`config.mk`:
```
export PLATFORM = sky130hd
export DESIGN_NAME = cic_comp_fir_flat
export DESIGN_NICKNAME = d
export VERILOG_FILES = /design/src/rtl/cic_comp_fir_pkg.sv /design/src/rtl/cic_comp_fir_if.sv /design/src/rtl/cic_comp_fir_round_sat.sv /design/src/rtl/cic_comp_fir.sv /design/src/flat_wrapper.sv
export SDC_FILE = /design/constraint.sdc
export NUM_CORES = 1
export LEC_CHECK = 0
export ABC_AREA = 0
export CORE_AREA = 2 2 147 256
export CTS_BUF_LIST = sky130_fd_sc_hd__clkbuf_8 sky130_fd_sc_hd__clkbuf_16
export CTS_CLUSTER_SIZE = 14
export DETAILED_ROUTE_END_ITERATION = 10
export DIE_AREA = 0 0 149 258
export PLACE_DENSITY = 0.56
export SETUP_SLACK_MARGIN = 0.4
export SYNTH_ARGS = -nofsm -noshare
export SYNTH_HDL_FRONTEND = slang
export SYNTH_SLANG_ARGS = --single-unit
```
`constraint.sdc`:
```
create_clock -name clk -period 13.65 [get_ports clk]
set_clock_uncertainty 0.15 [all_clocks]
set_input_delay 4.095 -clock clk [delete_from_list [all_inputs] [get_ports clk]]
set_output_delay 4.095 -clock clk [all_outputs]
set_load 0.005 [all_outputs]
```
`src/rtl/cic_comp_fir_pkg.sv`:
```
// Shared types and constants for the CIC droop-compensation FIR.
// Default taps are Q1.15 with a DC gain of 1.125.
package cic_comp_pkg;

  typedef enum logic [1:0] {
    IDLE  = 2'd0,
    MAC   = 2'd1,
    ROUND = 2'd2
  } state_e;

  localparam int COMP_NUM_TAPS    = 7;
  localparam int COMP_COEFF_WIDTH = 16;

  localparam logic signed [COMP_COEFF_WIDTH-1:0] COMP_COEFFS [COMP_NUM_TAPS] = '{
    -16'sh0800, 16'sh0000, 16'sh2000, 16'sh6000, 16'sh2000, 16'sh0000, -16'sh0800
  };

  // Largest and smallest two's-complement values representable in w bits.
  function automatic longint sat_max(input int w);
    return (longint'(1) <<< (w - 1)) - 1;
  endfunction

  function automatic longint sat_min(input int w);
    return -(longint'(1) <<< (w - 1));
  endfunction

endpackage

```
`src/rtl/cic_comp_fir_if.sv`:
```
// Sample/strobe bundle between the CIC decimator, this filter and the next stage.
interface cic_comp_fir_if #(
  parameter int DATA_WIDTH = 16
);
  logic                         valid_in;
  logic                         bypass;
  logic signed [DATA_WIDTH-1:0] comp_in;
  logic signed [DATA_WIDTH-1:0] comp_out;
  logic                         valid_out;
  logic                         overflow;
  logic                         underflow;
  logic                         busy;
  logic                         drop;

  modport master (
    output valid_in, bypass, comp_in,
    input  comp_out, valid_out, overflow, underflow, busy, drop
  );

  modport slave (
    input  valid_in, bypass, comp_in,
    output comp_out, valid_out, overflow, underflow, busy, drop
  );
endinterface

```
`src/rtl/cic_comp_fir_round_sat.sv`:
```
// Round-half-up, rescale and saturate the MAC accumulator back to sample width.
module comp_round_sat
  import cic_comp_pkg::*;
#(
  parameter int ACC_WIDTH  = 35,
  parameter int DATA_WIDTH = 16,
  parameter int ACC_FRAC   = 30,
  parameter int OUT_FRAC   = 15
) (
  input  logic signed [ACC_WIDTH-1:0]  acc_i,
  output logic signed [DATA_WIDTH-1:0] data_o,
  output logic                         overflow_o,
  output logic                         underflow_o
);
  localparam int SHIFT = ACC_FRAC - OUT_FRAC;
  localparam logic signed [ACC_WIDTH-1:0] HALF  = ACC_WIDTH'(longint'(1) <<< (SHIFT - 1));
  localparam logic signed [ACC_WIDTH-1:0] MAX_V = ACC_WIDTH'(sat_max(DATA_WIDTH));
  localparam logic signed [ACC_WIDTH-1:0] MIN_V = ACC_WIDTH'(sat_min(DATA_WIDTH));

  logic signed [ACC_WIDTH-1:0] rounded;
  logic signed [ACC_WIDTH-1:0] shifted;

  always_comb begin
    rounded     = acc_i + HALF;
    shifted     = rounded >>> SHIFT;
    overflow_o  = 1'b0;
    underflow_o = 1'b0;
    data_o      = shifted[DATA_WIDTH-1:0];
    if (shifted > MAX_V) begin
      data_o     = MAX_V[DATA_WIDTH-1:0];
      overflow_o = 1'b1;
    end else if (shifted < MIN_V) begin
      data_o      = MIN_V[DATA_WIDTH-1:0];
      underflow_o = 1'b1;
    end
  end
endmodule

```
`src/rtl/cic_comp_fir.sv`:
```
// Serial-MAC compensation FIR behind the CIC decimator: one multiplier,
// NUM_TAPS MAC cycles per input sample, then a single round/saturate cycle.
module cic_comp_fir
  import cic_comp_pkg::*;
#(
  parameter int DATA_WIDTH  = 16,
  parameter int DATA_FRAC   = 15,
  parameter int COEFF_WIDTH = 16,
  parameter int COEFF_FRAC  = 15,
  parameter int NUM_TAPS    = 7,
  parameter logic signed [COEFF_WIDTH-1:0] COEFFS [NUM_TAPS] = COMP_COEFFS
) (
  input  logic           clk,
  input  logic           rst_n,
  cic_comp_fir_if.slave  bus
);
  localparam int ACC_WIDTH  = DATA_WIDTH + COEFF_WIDTH + $clog2(NUM_TAPS);
  localparam int PROD_WIDTH = DATA_WIDTH + COEFF_WIDTH;
  localparam int PTR_W      = (NUM_TAPS > 1) ? $clog2(NUM_TAPS) : 1;
  localparam logic [PTR_W-1:0] LAST = PTR_W'(NUM_TAPS - 1);

  state_e                        state_q;
  logic signed [DATA_WIDTH-1:0]  dline_q [NUM_TAPS];
  logic [PTR_W-1:0]              wr_ptr_q, wr_ptr_d;
  logic [PTR_W-1:0]              newest_q;
  logic [PTR_W-1:0]              k_q;
  logic [PTR_W-1:0]              rd_idx;
  logic signed [ACC_WIDTH-1:0]   acc_q;
  logic signed [PROD_WIDTH-1:0]  prod;
  logic signed [ACC_WIDTH-1:0]   prod_ext;
  logic signed [DATA_WIDTH-1:0]  comp_out_q;
  logic                          valid_out_q, overflow_q, underflow_q, drop_q;
  logic signed [DATA_WIDTH-1:0]  rs_data;
  logic                          rs_ovf, rs_udf;

  // Tap k pairs with the sample k steps older than the newest; modular
  // subtraction in PTR_W bits folds the wrap back into 0..NUM_TAPS-1.
  always_comb begin
    wr_ptr_d = (wr_ptr_q == LAST) ? '0 : wr_ptr_q + 1'b1;
    if (newest_q >= k_q) rd_idx = newest_q - k_q;
    else                 rd_idx = PTR_W'(NUM_TAPS) + newest_q - k_q;
    prod     = COEFFS[k_q] * dline_q[rd_idx];
    prod_ext = ACC_WIDTH'(prod);
  end

  comp_round_sat #(
    .ACC_WIDTH  (ACC_WIDTH),
    .DATA_WIDTH (DATA_WIDTH),
    .ACC_FRAC   (DATA_FRAC + COEFF_FRAC),
    .OUT_FRAC   (DATA_FRAC)
  ) u_round_sat (
    .acc_i       (acc_q),
    .data_o      (rs_data),
    .overflow_o  (rs_ovf),
    .underflow_o (rs_udf)
  );

  always_ff @(posedge clk or negedge rst_n) begin
    if (!rst_n) begin
      state_q     <= IDLE;
      wr_ptr_q    <= '0;
      newest_q    <= '0;
      k_q         <= '0;
      acc_q       <= '0;
      comp_out_q  <= '0;
      valid_out_q <= 1'b0;
      overflow_q  <= 1'b0;
      underflow_q <= 1'b0;
      drop_q      <= 1'b0;
      for (int i = 0; i < NUM_TAPS; i++) dline_q[i] <= '0;
    end else begin
      valid_out_q <= 1'b0;
      drop_q      <= 1'b0;
      if (bus.bypass) begin
        // History keeps tracking the input so filtering resumes cleanly.
        state_q     <= IDLE;
        valid_out_q <= bus.valid_in;
        comp_out_q  <= bus.comp_in;
        overflow_q  <= 1'b0;
        underflow_q <= 1'b0;
        if (bus.valid_in) begin
          dline_q[wr_ptr_q] <= bus.comp_in;
          wr_ptr_q          <= wr_ptr_d;
        end
      end else begin
        case (state_q)
          IDLE: begin
            if (bus.valid_in) begin
              dline_q[wr_ptr_q] <= bus.comp_in;
              newest_q          <= wr_ptr_q;
              wr_ptr_q          <= wr_ptr_d;
              acc_q             <= '0;
              k_q               <= '0;
              state_q           <= MAC;
            end
          end
          MAC: begin
            acc_q  <= acc_q + prod_ext;
            drop_q <= bus.valid_in;
            if (k_q == LAST) state_q <= ROUND;
            else             k_q     <= k_q + 1'b1;
          end
          ROUND: begin
            comp_out_q  <= rs_data;
            overflow_q  <= rs_ovf;
            underflow_q <= rs_udf;
            valid_out_q <= 1'b1;
            drop_q      <= bus.valid_in;
            state_q     <= IDLE;
          end
          default: state_q <= IDLE;
        endcase
      end
    end
  end

  assign bus.comp_out  = comp_out_q;
  assign bus.valid_out = valid_out_q;
  assign bus.overflow  = overflow_q;
  assign bus.underflow = underflow_q;
  assign bus.drop      = drop_q;
  assign bus.busy      = (state_q != IDLE);
endmodule
```
`src/flat_wrapper.sv`:
```
// flat-port wrapper written by rule: the top's interface ports become plain ports
module cic_comp_fir_flat import cic_comp_pkg::*;
#(
  parameter int DATA_WIDTH  = 16,
  parameter int DATA_FRAC   = 15,
  parameter int COEFF_WIDTH = 16,
  parameter int COEFF_FRAC  = 15,
  parameter int NUM_TAPS    = 7,
  parameter logic signed [COEFF_WIDTH-1:0] COEFFS [NUM_TAPS] = COMP_COEFFS
)
  (clk, rst_n, bus_valid_in, bus_bypass, bus_comp_in, bus_comp_out, bus_valid_out, bus_overflow, bus_underflow, bus_busy, bus_drop);
  cic_comp_fir_if #(.DATA_WIDTH(DATA_WIDTH)) bus_i ();
  input  logic clk;
  input  logic rst_n;
  input wire logic [$bits(bus_i.valid_in)-1:0] bus_valid_in;
  input wire logic [$bits(bus_i.bypass)-1:0] bus_bypass;
  input wire logic [$bits(bus_i.comp_in)-1:0] bus_comp_in;
  output wire logic [$bits(bus_i.comp_out)-1:0] bus_comp_out;
  output wire logic [$bits(bus_i.valid_out)-1:0] bus_valid_out;
  output wire logic [$bits(bus_i.overflow)-1:0] bus_overflow;
  output wire logic [$bits(bus_i.underflow)-1:0] bus_underflow;
  output wire logic [$bits(bus_i.busy)-1:0] bus_busy;
  output wire logic [$bits(bus_i.drop)-1:0] bus_drop;
  assign bus_i.valid_in = bus_valid_in;
  assign bus_i.bypass = bus_bypass;
  assign bus_i.comp_in = bus_comp_in;
  assign bus_comp_out = bus_i.comp_out;
  assign bus_valid_out = bus_i.valid_out;
  assign bus_overflow = bus_i.overflow;
  assign bus_underflow = bus_i.underflow;
  assign bus_busy = bus_i.busy;
  assign bus_drop = bus_i.drop;
  cic_comp_fir #(.DATA_WIDTH(DATA_WIDTH), .DATA_FRAC(DATA_FRAC), .COEFF_WIDTH(COEFF_WIDTH), .COEFF_FRAC(COEFF_FRAC), .NUM_TAPS(NUM_TAPS), .COEFFS(COEFFS)) u_core (.clk(clk), .rst_n(rst_n), .bus(bus_i));
endmodule
```
==> After elaboration in Yosys (flattened, before gate mapping) <==
Memory sizes are Yosys's and may differ from the RTL's.
Index checks and enable logic that the tools add are counted.
{ "totals": {"mem_count": 1, "register_bits": 178, "rom_bits": 128} }
{ "op_classes": {"bitwise_logic": 4, "add_sub_neg": 7, "eq_ne": 8, "muxes": 40, "n_mul": 1, "reduce_logical": 11, "magnitude_cmp": 7} }
{ "memory_table": {"columns": ["name", "depth", "width", "read_ports", "rd_clocked_by_memory_dff", "write_ports", "line", "rtl"], "rows": [
  ["(no name shown)", 8, 16, 1, 0, 0, "cic_comp_fir.sv:42", "prod = COEFFS[k_q] * dline_q[rd_idx];"]
]} }
{ "op_table": {"columns": ["operator", "n"], "rows": [
  ["2-to-1 mux 112 bit", 3],
  ["2-to-1 mux 16 bit", 9],
  ["bitwise mux 112 bit", 1],
  ["case mux 35 bit (2 select lines)", 1],
  ["binary-select mux 16 bit (select 3 bit)", 1],
  ["demux 16 bit (select 3 bit)", 1],
  ["adder 35 x 16 -> 35 bit, second input constant", 1],
  ["adder 35 x 32 -> 35 bit", 1],
  ["2-to-1 mux 35 bit", 1],
  ["multiplier 16 x 16 -> 32 bit", 1],
  ["2-to-1 mux 3 bit", 7],
  ["greater-than comparator 20 x 16 -> 1 bit, second input constant", 1],
  ["less-than comparator 20 x 16 -> 1 bit, second input constant", 1],
  [">= comparator 4 bit, second input constant", 3],
  ["inverter 3 -> 4 bit", 3],
  ["2-to-1 mux 1 bit", 11],
  ["nonzero test 2 bit", 4],
  ["adder 3 x 1 -> 3 bit, second input constant", 2],
  ["== test 3 bit, second input constant", 2],
  ["2-to-1 mux 2 bit", 3],
  ["case mux 3 bit (2 select lines)", 1],
  ["AND reduction 3 bit", 2],
  ["subtractor 3 bit", 2],
  ["less-than comparator 4 x 1 -> 1 bit, second input constant", 1],
  ["other kinds (14)", 15]
]} }

==> Depth between registers and ports, before layout <==
Gate-level depths: netlist of the first run.
{ "logic_depth": {"depth_word": 10, "ltp_mapped": 33, "ltp_nobuf": 31} }

==> Hierarchy <==
Synthesis of the first run repeated with hierarchy kept, for this count alone.
{ "hier_totals": {"hier_cells": 1416, "area_unflattened_um2": 14403.8} }
{ "by_module_without_submodules": {"columns": ["mod", "area_per_inst_um2", "cells_per_inst", "instances"], "rows": [
  ["cic_comp_fir", 13803.2, 1332, 1],
  ["comp_round_sat", 600.6, 84, 1]
]} }

==> Least setup slack after synthesis of the first run <==
Ideal clock, no wire load.
{ "synth_timing": {"path_type": "reg-to-reg", "startpoint": "register u_core.k_q[0]", "endpoint": "register u_core.acc_q[31]", "setup_time_ps": 152, "arrival_time_ps": 8125, "stages_incl_launch_ff": 31, "synth_period_minus_slack_ps": 8426, "n_path_buf": 3, "setup_slack_ps": 5224, "t_required_ps": 13348, "path_cell_list": "dfrtp_1 -> inv_1 -> ha_1 -> fa_1 -> mux2i_1 -> o211ai_1 -> nor3b_2 -> buf_4 -> buf_2 -> clkbuf_1 -> a221oi_1 -> nor2_1 -> and2_1 -> fa_1 -> inv_1 -> fa_1 -> fa_1 -> inv_1 -> fa_1 -> fa_1 -> inv_1 -> fa_1 -> inv_1 -> ha_1 -> a21o_1 -> a21oi_1 -> o21ai_0 -> nor2b_1 -> o41ai_1 -> mux2i_1 -> o311ai_0"} }
{ "synth_between": {"elab_chain_len": 9} }
{ "synth_rtl": {"columns": ["element", "line", "rtl"], "rows": [
  ["from (decl)", "cic_comp_fir.sv:26", "logic [PTR_W-1:0] k_q;"],
  ["from (signal assigned)", "cic_comp_fir.sv:101", "else k_q <= k_q + 1'b1;"],
  ["subtractor 3 bit (tied with other cells)", "cic_comp_fir.sv:41", "else rd_idx = PTR_W'(NUM_TAPS) + newest_q - k_q;"],
  ["2-to-1 mux 3 bit", "cic_comp_fir.sv:40", "if (newest_q >= k_q) rd_idx = newest_q - k_q;"],
  ["inverter 3 -> 4 bit (implied by the code)", "cic_comp_fir.sv:42", null],
  ["binary-select mux 16 bit (select 3 bit)", "cic_comp_fir.sv:42", null],
  ["2-to-1 mux 16 bit (implied by the code) (2 in series)", "cic_comp_fir.sv:42", null],
  ["multiplier 16 x 16 -> 32 bit (*)", "cic_comp_fir.sv:42", null],
  ["adder 35 x 32 -> 35 bit (*)", "cic_comp_fir.sv:98", "acc_q <= acc_q + prod_ext;"],
  ["case mux 35 bit (2 select lines) (*)", "cic_comp_fir.sv:86", "case (state_q)"],
  ["to (signal assigned)", "cic_comp_fir.sv:98", null],
  ["to (decl)", "cic_comp_fir.sv:28", "logic signed [ACC_WIDTH-1:0] acc_q;"]
]} }
Mark *: on every way between the ends. The rest lies on a longest branch, timed or not. The select of a mux whose other input is x is not followed.
A chain may end at the register's enable or synchronous reset.

==> Worst setup path in the final report of the first run <==
Same ends and word-level chain as after synthesis.

==> impl_metrics.tcl, run 1 <==
set metrics [dict create \
    grt_pass1_wl_um 60200 \
    drt-initial-drc-count 390 \
    yosysMostFrequentCell "inv_1" \
    finalMaxSlewViolations 0 \
    synth.largest_area_cell "dfrtp_1" \
    ys.warnings.count 0 \
    cp_slowest_stage_delay_ns 0.96 \
    status "completed" \
    cts-buffers-inserted 17 \
    hold_ws_ns 0.355 \
    dieArea_um2 38400 \
    start_util_pct 39.3 \
    drt-pass1-iter-count 5 \
    clk_pin_slew_ns 0.07 \
    ys_ff_latch 167 \
    clock-sinks 167 \
    cts_root_buf "clkbuf_16" \
    min_period_over_period_pct 68.3 \
    io_buffer_count 40 \
    avgSynthCellArea_um2 10.9 \
    setup_violations 0 \
    boundaryPins 41 \
    synth.distinct_cells 70 \
    clock_latency_ns 0.46 \
    multi_input_area_um2 9190 \
    fmax_mhz 107 \
    netlist_area_um2 14400 \
    cts.repair.resized 0 \
    synth-main-ff-cell "dfrtp_1" \
    fin_crit_ns 9.33 \
    seqCellArea_um2 4180 \
    grtUsageTotal_pct 20.9 \
    hold_path_class "reg -> reg" \
    antenna_left 0 \
    hold_violations 0 \
    post_drt_via_cell_ratio 5.29 \
    routedWlPerCell_um 20.8 \
    tns_ns 0 \
    rsz0062_at_grt "false" \
    critPathCaptureType "flop" \
    cp.arrival_ns 9.49 \
    dp_hpwl_um 30400 \
    ys_seq_area_share_pct 29.1 \
    crit_top_cell "fa_1" \
    fill_cells 3524 \
    preCtsSetupSlack_ns 4.32 \
    die_h_um 258 \
    place.gp.congestion 0.866 \
    startpoint_type "flop" \
    cp_max_fo 32 \
    cts-hold-fix-buffers 0 \
    crit_slowest_cell "fa_1" \
    max-slew-margin-rel_pct 27.2 \
    synthTopCellsByCount "inv_1, dfrtp_1, fa_1" \
    critPathKind "reg -> reg" \
    num_rows 93 \
    final_util_pct 43.8 \
    synth.area.top_cells "dfrtp_1, fa_1, mux2_2" \
    setup_slack_ns 4.32 \
    cts_buffer_depth 2 \
    drv_cap 0 \
    grt_pass1_vias 10800 \
    synth_edf_count 0 \
    tightestPinTransition_ns 1.09 \
    antenna_found_initial 0 \
    layout.nets 1629 \
    antenna_cells 0 \
    grt-ovfl-total 0 \
    yosysTopAreaCellShare_pct 29.1 \
    synth_nets 1589 \
    grt_max_degree 87 \
    via_count 9767 \
    area_delta_synth_final_pct 11.3 \
    coreArea_um2 36500 \
    drive_gt1_share_pct 16.5 \
    critPathRequiredTime_ns 13.81 \
    syn_inst 1317 \
    cts_tree "yes" \
    die_x_um 149 \
    route.detailed.drc 0 \
    async_flop_share_pct 100 \
    ctsHtreeMaxLevel 4 \
    wl_um 38400 \
    post_cts_buffers 0 \
]
[layout make-up]
| class | instances | share of cell area (%) |
|---|---|---|
| clock buffers | 17 | 2.66 |
| clock inverters | 15 | 0.986 |
| inverters | 238 | 5.59 |
| multi-input cells | 874 | 57.5 |
| flip-flops and latches | 167 | 26.1 |
| well taps | 475 | 3.72 |
| repair buffers | 59 | 3.40 |
[flip-flops by register name, indices dropped and copies added (netlist names), 2 cells and up]
register,cells
u_core.bus.comp_out,16
u_core.acc_q,24
u_core.dline_q,112
u_core.state_q,2
u_core.newest_q,3
u_core.wr_ptr_q,3
u_core.k_q,3
[worst paths after layout]
path,slack [ns],endpoint,from,cells after the start
max in group asynchronous,8.20,u_core.acc_q[16]$_DFFE_PN0P_,rst_n,2
min reg2reg,0.36,u_core.dline_q[28]$_DFFE_PN0P_,u_core.dline_q[28]$_DFFE_PN0P_,1
min in group asynchronous,3.54,u_core.dline_q[46]$_DFFE_PN0P_,rst_n,1
min,0.36,u_core.dline_q[28]$_DFFE_PN0P_,u_core.dline_q[28]$_DFFE_PN0P_,1
max,4.32,u_core.acc_q[31]$_DFFE_PN0P_,u_core.k_q[0]$_DFFE_PN0P_,30
max reg2reg,4.32,u_core.acc_q[31]$_DFFE_PN0P_,u_core.k_q[0]$_DFFE_PN0P_,30
[cell families after synthesis]
kind of cell	share of synthesized area, %
AO/OA/AOI/OAI	7.89
XOR/XNOR	2.44
adder cells (fa/ha/maj)	30.1
buffers and inverters	7.35
flip-flops	29.1
multiplexers	13.9
AND/OR/NAND/NOR	9.24
[per-layer routing]
layer  vias to the layer above  track usage [%]  routed length [µm]
met1                      5056             22.1               14100
met3                        64             2.08                 932
met2                       195             41.2               21800
met4                         0             8.73                1560
met5                         -                0                   0
li1                       4452                -                   -
[per-stage QoR]
stage,area [µm²],instances
CTS,16000,1845
finish,16000,1845
floorplan,14400,1317
global placement,15400,1813
global route,16000,1845
detailed placement,15400,1813
[layout by cell type, fill, tap and decap left out, drive strengths merged, types with 19 or more instances in the layout]
master	n
a21oi	33
dfrtp	167
nand2	75
fa	157
clkdlybuf4s50	39
inv	247
ha	95
xnor2	19
o21ai	44
nor2	53
and2	26
xor2	21
mux2	135
buf	20
[worst max-delay path: cells and delay by family, from the launching register on]
kind / cells / cell delay [ns]
adder cells (fa/ha/maj): 9 / 4.58
multiplexers: 2 / 0.36
buffers and inverters: 7 / 1.21
AND/OR/NAND/NOR: 4 / 0.78
AO/OA/AOI/OAI: 8 / 1.65
flip-flops: 1 / 0.44
Power of run 1 is left out: the tool's default activity adds up to more than one toggle a clock period on the data nets, which glitch-free logic cannot reach.
==> run 2: changes to the inputs <==
--- a/config.mk
+++ b/config.mk
@@ -11,7 +11,7 @@
 export CTS_CLUSTER_SIZE = 14
 export DETAILED_ROUTE_END_ITERATION = 10
 export DIE_AREA = 0 0 149 258
-export PLACE_DENSITY = 0.56
+export PLACE_DENSITY = 0.58
 export SETUP_SLACK_MARGIN = 0.4
 export SYNTH_ARGS = -nofsm -noshare
 export SYNTH_HDL_FRONTEND = slang
==> constraint.sdc (replaced) <==
create_clock -name clk -period 8.2 [get_ports clk]
set_clock_uncertainty 0.15 [all_clocks]
set_input_delay 2.46 -clock clk [delete_from_list [all_inputs] [get_ports clk]]
set_output_delay 2.46 -clock clk [all_outputs]
set_load 0.005 [all_outputs]
==> run 2 against run 1 <==
Non-clock buffer count up 101. Count of clock-buffer cells in the layout up 1. Setup slack lost 4.0 ns. Fmax increased by 19%. Utilization rose by 4.2 points. Worst hold slack about the same. Sequential share of layout area is 2.3 points lower. Die area unchanged. Design area grew 9.5%. Global-route usage up 0.48 points.
==> impl_metrics.tcl, run 2 (synthesized netlist as in run 1, its figures left out) <==
set metrics [dict create \
    critPathRequiredTime_ns 8.39 \
    io_buffer_count 40 \
    cp_max_fo 8 \
    cts-hold-fix-buffers 0 \
    crit_buf_inv 9 \
    num_rows 93 \
    grt_max_degree 79 \
    die_x_um 149 \
    critPathCaptureType "flop" \
    antenna_found_initial 0 \
    layout.nets 1730 \
    layout.cells.most_common "inv_1" \
    critPathKind "reg -> reg" \
    use_met1_pct 22.5 \
    dp_cells 1883 \
    place.gp.congestion 0.890 \
    rsz0062_at_grt "true" \
    r2r_end "u_core.acc_q[32]$_DFFE_PN0P_" \
    boundaryPins 41 \
    crit_top_cell "fa_1" \
    coreArea_um2 36500 \
    busiest_layer "met2" \
    fin_cells 1946 \
    drv_cap 0 \
    wl_um 38900 \
    routedWlPerCell_um 20.0 \
    cts_buffer_depth 2 \
    antenna_cells 0 \
    clk_pin_slew_ns 0.07 \
    grt_pass1_vias 11400 \
    cp-startpoint "u_core.newest_q[0]$_DFFE_PN0P_" \
    clock_latency_ns 0.45 \
    drt-initial-drc-count 435 \
    final_util_pct 47.9 \
    hold_ws_ns 0.355 \
    reg2reg_slack_ns 0.36 \
    finalMaxSlewViolations 0 \
    multi_input_area_um2 9800 \
    area_delta_synth_final_pct 21.8 \
    grt-ovfl-total 0 \
    worstReg2RegStart "u_core.newest_q[0]$_DFFE_PN0P_" \
    fmax_mhz 128 \
    critical_path_depth 32 \
    fill_cells 3365 \
    min_period_over_period_pct 95.6 \
    max-slew-margin-rel_pct 29.9 \
    die_h_um 258 \
    worst-r2r-cell-count 32 \
    status "completed" \
    cts_root_buf "clkbuf_16" \
    cts-buffers-inserted 17 \
    cp_slowest_stage_delay_ns 0.59 \
    largest_register "u_core.dline_q" \
    dieArea_um2 38400 \
    hold_violations 0 \
    crit_slowest_cell "fa_1" \
    seqCellArea_um2 4180 \
    ctsHtreeMaxLevel 4 \
    via_count 10200 \
    clock-sinks 167 \
    drive_gt1_share_pct 30.0 \
    dp_hpwl_um 31000 \
    cp.arrival_ns 8.03 \
    fin_crit_ns 7.84 \
    tightestPinTransition_ns 1.04 \
    antenna_left 0 \
    final_cell_mix "inv_1, dfrtp_1, fa_1, mux2_2, buf_4" \
    setup_violations 0 \
    cts_tree "yes" \
    grt_pass1_wl_um 62500 \
    endpoint "u_core.acc_q[32]$_DFFE_PN0P_" \
    use_met3_pct 2.76 \
    start_util_pct 39.3 \
    drt-pass1-iter-count 5 \
    post_drt_via_cell_ratio 5.23 \
    use_met2_pct 40.3 \
    hold_path_class "reg -> reg" \
    cpLargestDelayFamily "adder cells" \
    grtUsageTotal_pct 21.4 \
    largest_register_ffs 112 \
    route.detailed.drc 0 \
    startpoint_type "flop" \
]
run 2: changes by cell type in the layout (fill, tap and decap cells not counted), sizes merged:
cell,change
buf,+101
clkbuf,+1
inv,-1
run 2: cell type report:
| class | count | share of cell area, % |
|---|---|---|
| multi-input combinational | 874 | 55.9 |
| sequential | 167 | 23.9 |
| timing repair buffer | 160 | 8.27 |
| inverter | 238 | 5.10 |
| tap | 475 | 3.39 |
| clock buffer | 18 | 2.51 |
| clock inverter | 14 | 0.908 |
run 2: how the worst min path moves through the flow:
| stage | from | endpoint | cells after the start |
|---|---|---|---|
| after global routing | u_core.dline_q[58]$_DFFE_PN0P_ | u_core.dline_q[58]$_DFFE_PN0P_ | 1 |
| final | u_core.dline_q[56]$_DFFE_PN0P_ | u_core.dline_q[56]$_DFFE_PN0P_ | 1 |
| after global placement | u_core.dline_q[52]$_DFFE_PN0P_ | u_core.dline_q[52]$_DFFE_PN0P_ | 1 |
| after floorplan | u_core.acc_q[11]$_DFFE_PN0P_ | u_core.acc_q[11]$_DFFE_PN0P_ | 1 |
| after detailed placement | u_core.acc_q[11]$_DFFE_PN0P_ | u_core.acc_q[11]$_DFFE_PN0P_ | 1 |
| after CTS | u_core.dline_q[56]$_DFFE_PN0P_ | u_core.dline_q[56]$_DFFE_PN0P_ | 1 |
run 2: per-stage QoR:
step	instance area [µm²]	setup TNS (ns)	setup WS, ns
2_1_floorplan	14500	0	0.363
3_3_place_gp	16100	0	0.0323
3_5_place_dp	16100	-0.0382	-0.0309
4_1_cts	17100	0	0.338
5_1_grt	17500	0	0.0560
6_report	17500	0	0.358
run 2: repair_timing:
| action | 4_1_cts | 5_1_grt |
|---|---|---|
| pin swaps | 62 | 57 |
| buffers inserted | 19 | 12 |
| resized for setup | 74 | 67 |
| cloned | 0 | 0 |
| setup endpoints to repair | 12 | 14 |
run 2: per-layer routing:
| metal | share of wire (%) | wire length (µm) |
|---|---|---|
| met1 | 36 | 14000 |
| met2 | 56 | 21600 |
| met5 | 0 | 0 |
| met3 | 2.6 | 1010 |
| met4 | 6.0 | 2320 |
Power of run 2 is left out for the same reason.
==> run 3: changes to the inputs <==
--- a/config.mk
+++ b/config.mk
@@ -6,13 +6,15 @@
 export NUM_CORES = 1
 export LEC_CHECK = 0
 export ABC_AREA = 0
-export CORE_AREA = 2 2 147 256
+export CAP_MARGIN = 25
+export CORE_AREA = 2 2 147 257
 export CTS_BUF_LIST = sky130_fd_sc_hd__clkbuf_8 sky130_fd_sc_hd__clkbuf_16
 export CTS_CLUSTER_SIZE = 14
 export DETAILED_ROUTE_END_ITERATION = 10
-export DIE_AREA = 0 0 149 258
+export DIE_AREA = 0 0 149 259
 export PLACE_DENSITY = 0.58
 export SETUP_SLACK_MARGIN = 0.4
 export SYNTH_ARGS = -nofsm -noshare
 export SYNTH_HDL_FRONTEND = slang
+export SYNTH_HIERARCHICAL = 1
 export SYNTH_SLANG_ARGS = --single-unit
==> run 3 against run 2 <==
Via count rose by 3.1%. Global-route usage down 0.68 points. Critical endpoint is now u_core/acc_q[32]$_DFFE_PN0P_. Final cell count grew 5.5%. Highest routed layer unchanged.
==> impl_metrics.tcl, run 3 <==
set metrics [dict create \
    status "completed" \
    final_cell_mix "inv_1, dfrtp_1, nand2_1, fa_1" \
    netlist_area_um2 14400 \
    hold_violations 0 \
    final_util_pct 48.7 \
    seqCellArea_um2 4180 \
    post_drt_via_cell_ratio 5.11 \
    crit_top_cell "fa_1" \
    tns_ns 0 \
    via_count 10500 \
    hold_ws_ns 0.342 \
    reg2reg_slack_ns 0.28 \
    tightestPinTransition_ns 0.850 \
    cpLargestDelayFamily "adder cells" \
    cp-startpoint "u_core/newest_q[0]$_DFFE_PN0P_" \
    dp_hpwl_um 29600 \
    grt-ovfl-total 0 \
    largest_register_ffs 112 \
    worstHoldStart "u_core/acc_q[11]$_DFFE_PN0P_" \
    largest_register "u_core/dline_q" \
    drt-pass1-iter-count 6 \
    grt_pass1_vias 11400 \
    multi_input_area_um2 9780 \
    antenna_found_initial 0 \
    clk_pin_slew_ns 0.08 \
    grt_pass1_wl_um 61500 \
    cts_root_buf "clkbuf_16" \
    coreArea_um2 36500 \
    cp_max_fo 6 \
    die_x_um 149 \
    critPathRequiredTime_ns 8.37 \
    cts-buffers-inserted 17 \
    critPathKind "reg -> reg" \
    synth_nets 1687 \
    num_rows 93 \
    rsz0062_at_grt "true" \
    startpoint_type "flop" \
    cts_tree "yes" \
    cp.arrival_ns 8.09 \
    fmax_mhz 126 \
    crit_buf_inv 11 \
    drt-initial-drc-count 425 \
    start_util_pct 39.4 \
    cts_buffer_depth 2 \
    critPathCaptureType "flop" \
    setup_violations 0 \
    layout.nets 1837 \
    routedWlPerCell_um 18.7 \
    area_delta_synth_final_pct 23.6 \
    cp_slowest_stage_delay_ns 0.57 \
    wl_um 38500 \
    worstReg2RegStart "u_core/newest_q[0]$_DFFE_PN0P_" \
    ys.warnings.count 6 \
    syn_inst 1415 \
    grtUsageTotal_pct 20.7 \
    finalMaxSlewViolations 0 \
    crit_slowest_cell "fa_1" \
    die_h_um 259 \
    io_buffer_count 40 \
    avgSynthCellArea_um2 10.2 \
    ctsHtreeMaxLevel 4 \
    fin_crit_ns 7.92 \
    drv_cap 0 \
    place.gp.congestion 0.857 \
    layout.cells.most_common "inv_1" \
    dieArea_um2 38600 \
    drive_gt1_share_pct 27.9 \
    clock-sinks 167 \
    clock_latency_ns 0.46 \
    max-slew-margin-rel_pct 43.3 \
    boundaryPins 41 \
    fill_cells 3375 \
    antenna_left 0 \
    antenna_cells 0 \
    grt_max_degree 67 \
    hold_path_class "reg -> reg" \
    min_period_over_period_pct 96.6 \
    route.detailed.drc 0 \
]
run 3: cell types whose count changed in the layout (fill, tap and decap cells not counted), moves of 16 or more:
cell     delta
nand2_1    +83
mux2_2     -20
and2_1     -17
nand3_1    +25
mux4_2     -16
a21oi_1    +20
o21ai_0    +19
run 3: repair_timing:
| item | in CTS | in global routing |
|---|---|---|
| setup buffers | 32 | 20 |
| pin swaps | 88 | 67 |
| setup endpoints to repair | 10 | 10 |
| gates resized for setup | 99 | 38 |
| hold buffers | 0 | 0 |
| gates cloned | 3 | 0 |
run 3: worst paths after layout:
path                                                   end  cells after the start
min in group asynchronous   u_core/dline_q[95]$_DFFE_PN0P_                      1
max in group asynchronous  u_core/dline_q[107]$_DFFE_PN0P_                      2
setup / recovery              u_core/acc_q[32]$_DFFE_PN0P_                     33
hold / removal                u_core/acc_q[11]$_DFFE_PN0P_                      2
hold reg to reg               u_core/acc_q[11]$_DFFE_PN0P_                      2
setup reg to reg              u_core/acc_q[32]$_DFFE_PN0P_                     33
run 3: final cells by class:
class	instances	area share [%]
clock buffer	17	2.39
sequential	167	23.5
inverter	251	5.34
timing repair buffer	180	9.48
multi-input combinational	948	54.9
tap	475	3.34
clock inverter	15	1.03
run 3: through the flow:
stage | setup slack [ns] | instance area, µm² | std cells
final | 0.276 | 17800 | 2053
after global routing | 0.00943 | 17800 | 2053
after CTS | 0.256 | 17400 | 2033
after detailed placement | -0.0106 | 16100 | 1966
after global placement | 0.0951 | 16100 | 1966
after floorplan | 0.401 | 14600 | 1415
run 3: metal layers:
metal / wire (µm) / up-vias / track usage (%)
li1: - / 4916 / -
met1: 14800 / 5367 / 22.9
met2: 21800 / 155 / 40.0
met3: 762 / 55 / 2.46
met4: 1140 / 0 / 7.41
met5: 0 / - / 0
run 3: worst reg2reg max path: cells and delay by family, from the launching register on:
family / cells / cell delay (ns)
xor gates and xnor gates: 1 / 0.17
DFF: 1 / 0.43
AOI/OAI and AO/OA: 9 / 1.22
and+or+nand+nor: 3 / 0.92
adders and majority gates: 9 / 3.74
buffers and inverters: 11 / 1.17
Power of run 3 is left out for the same reason.
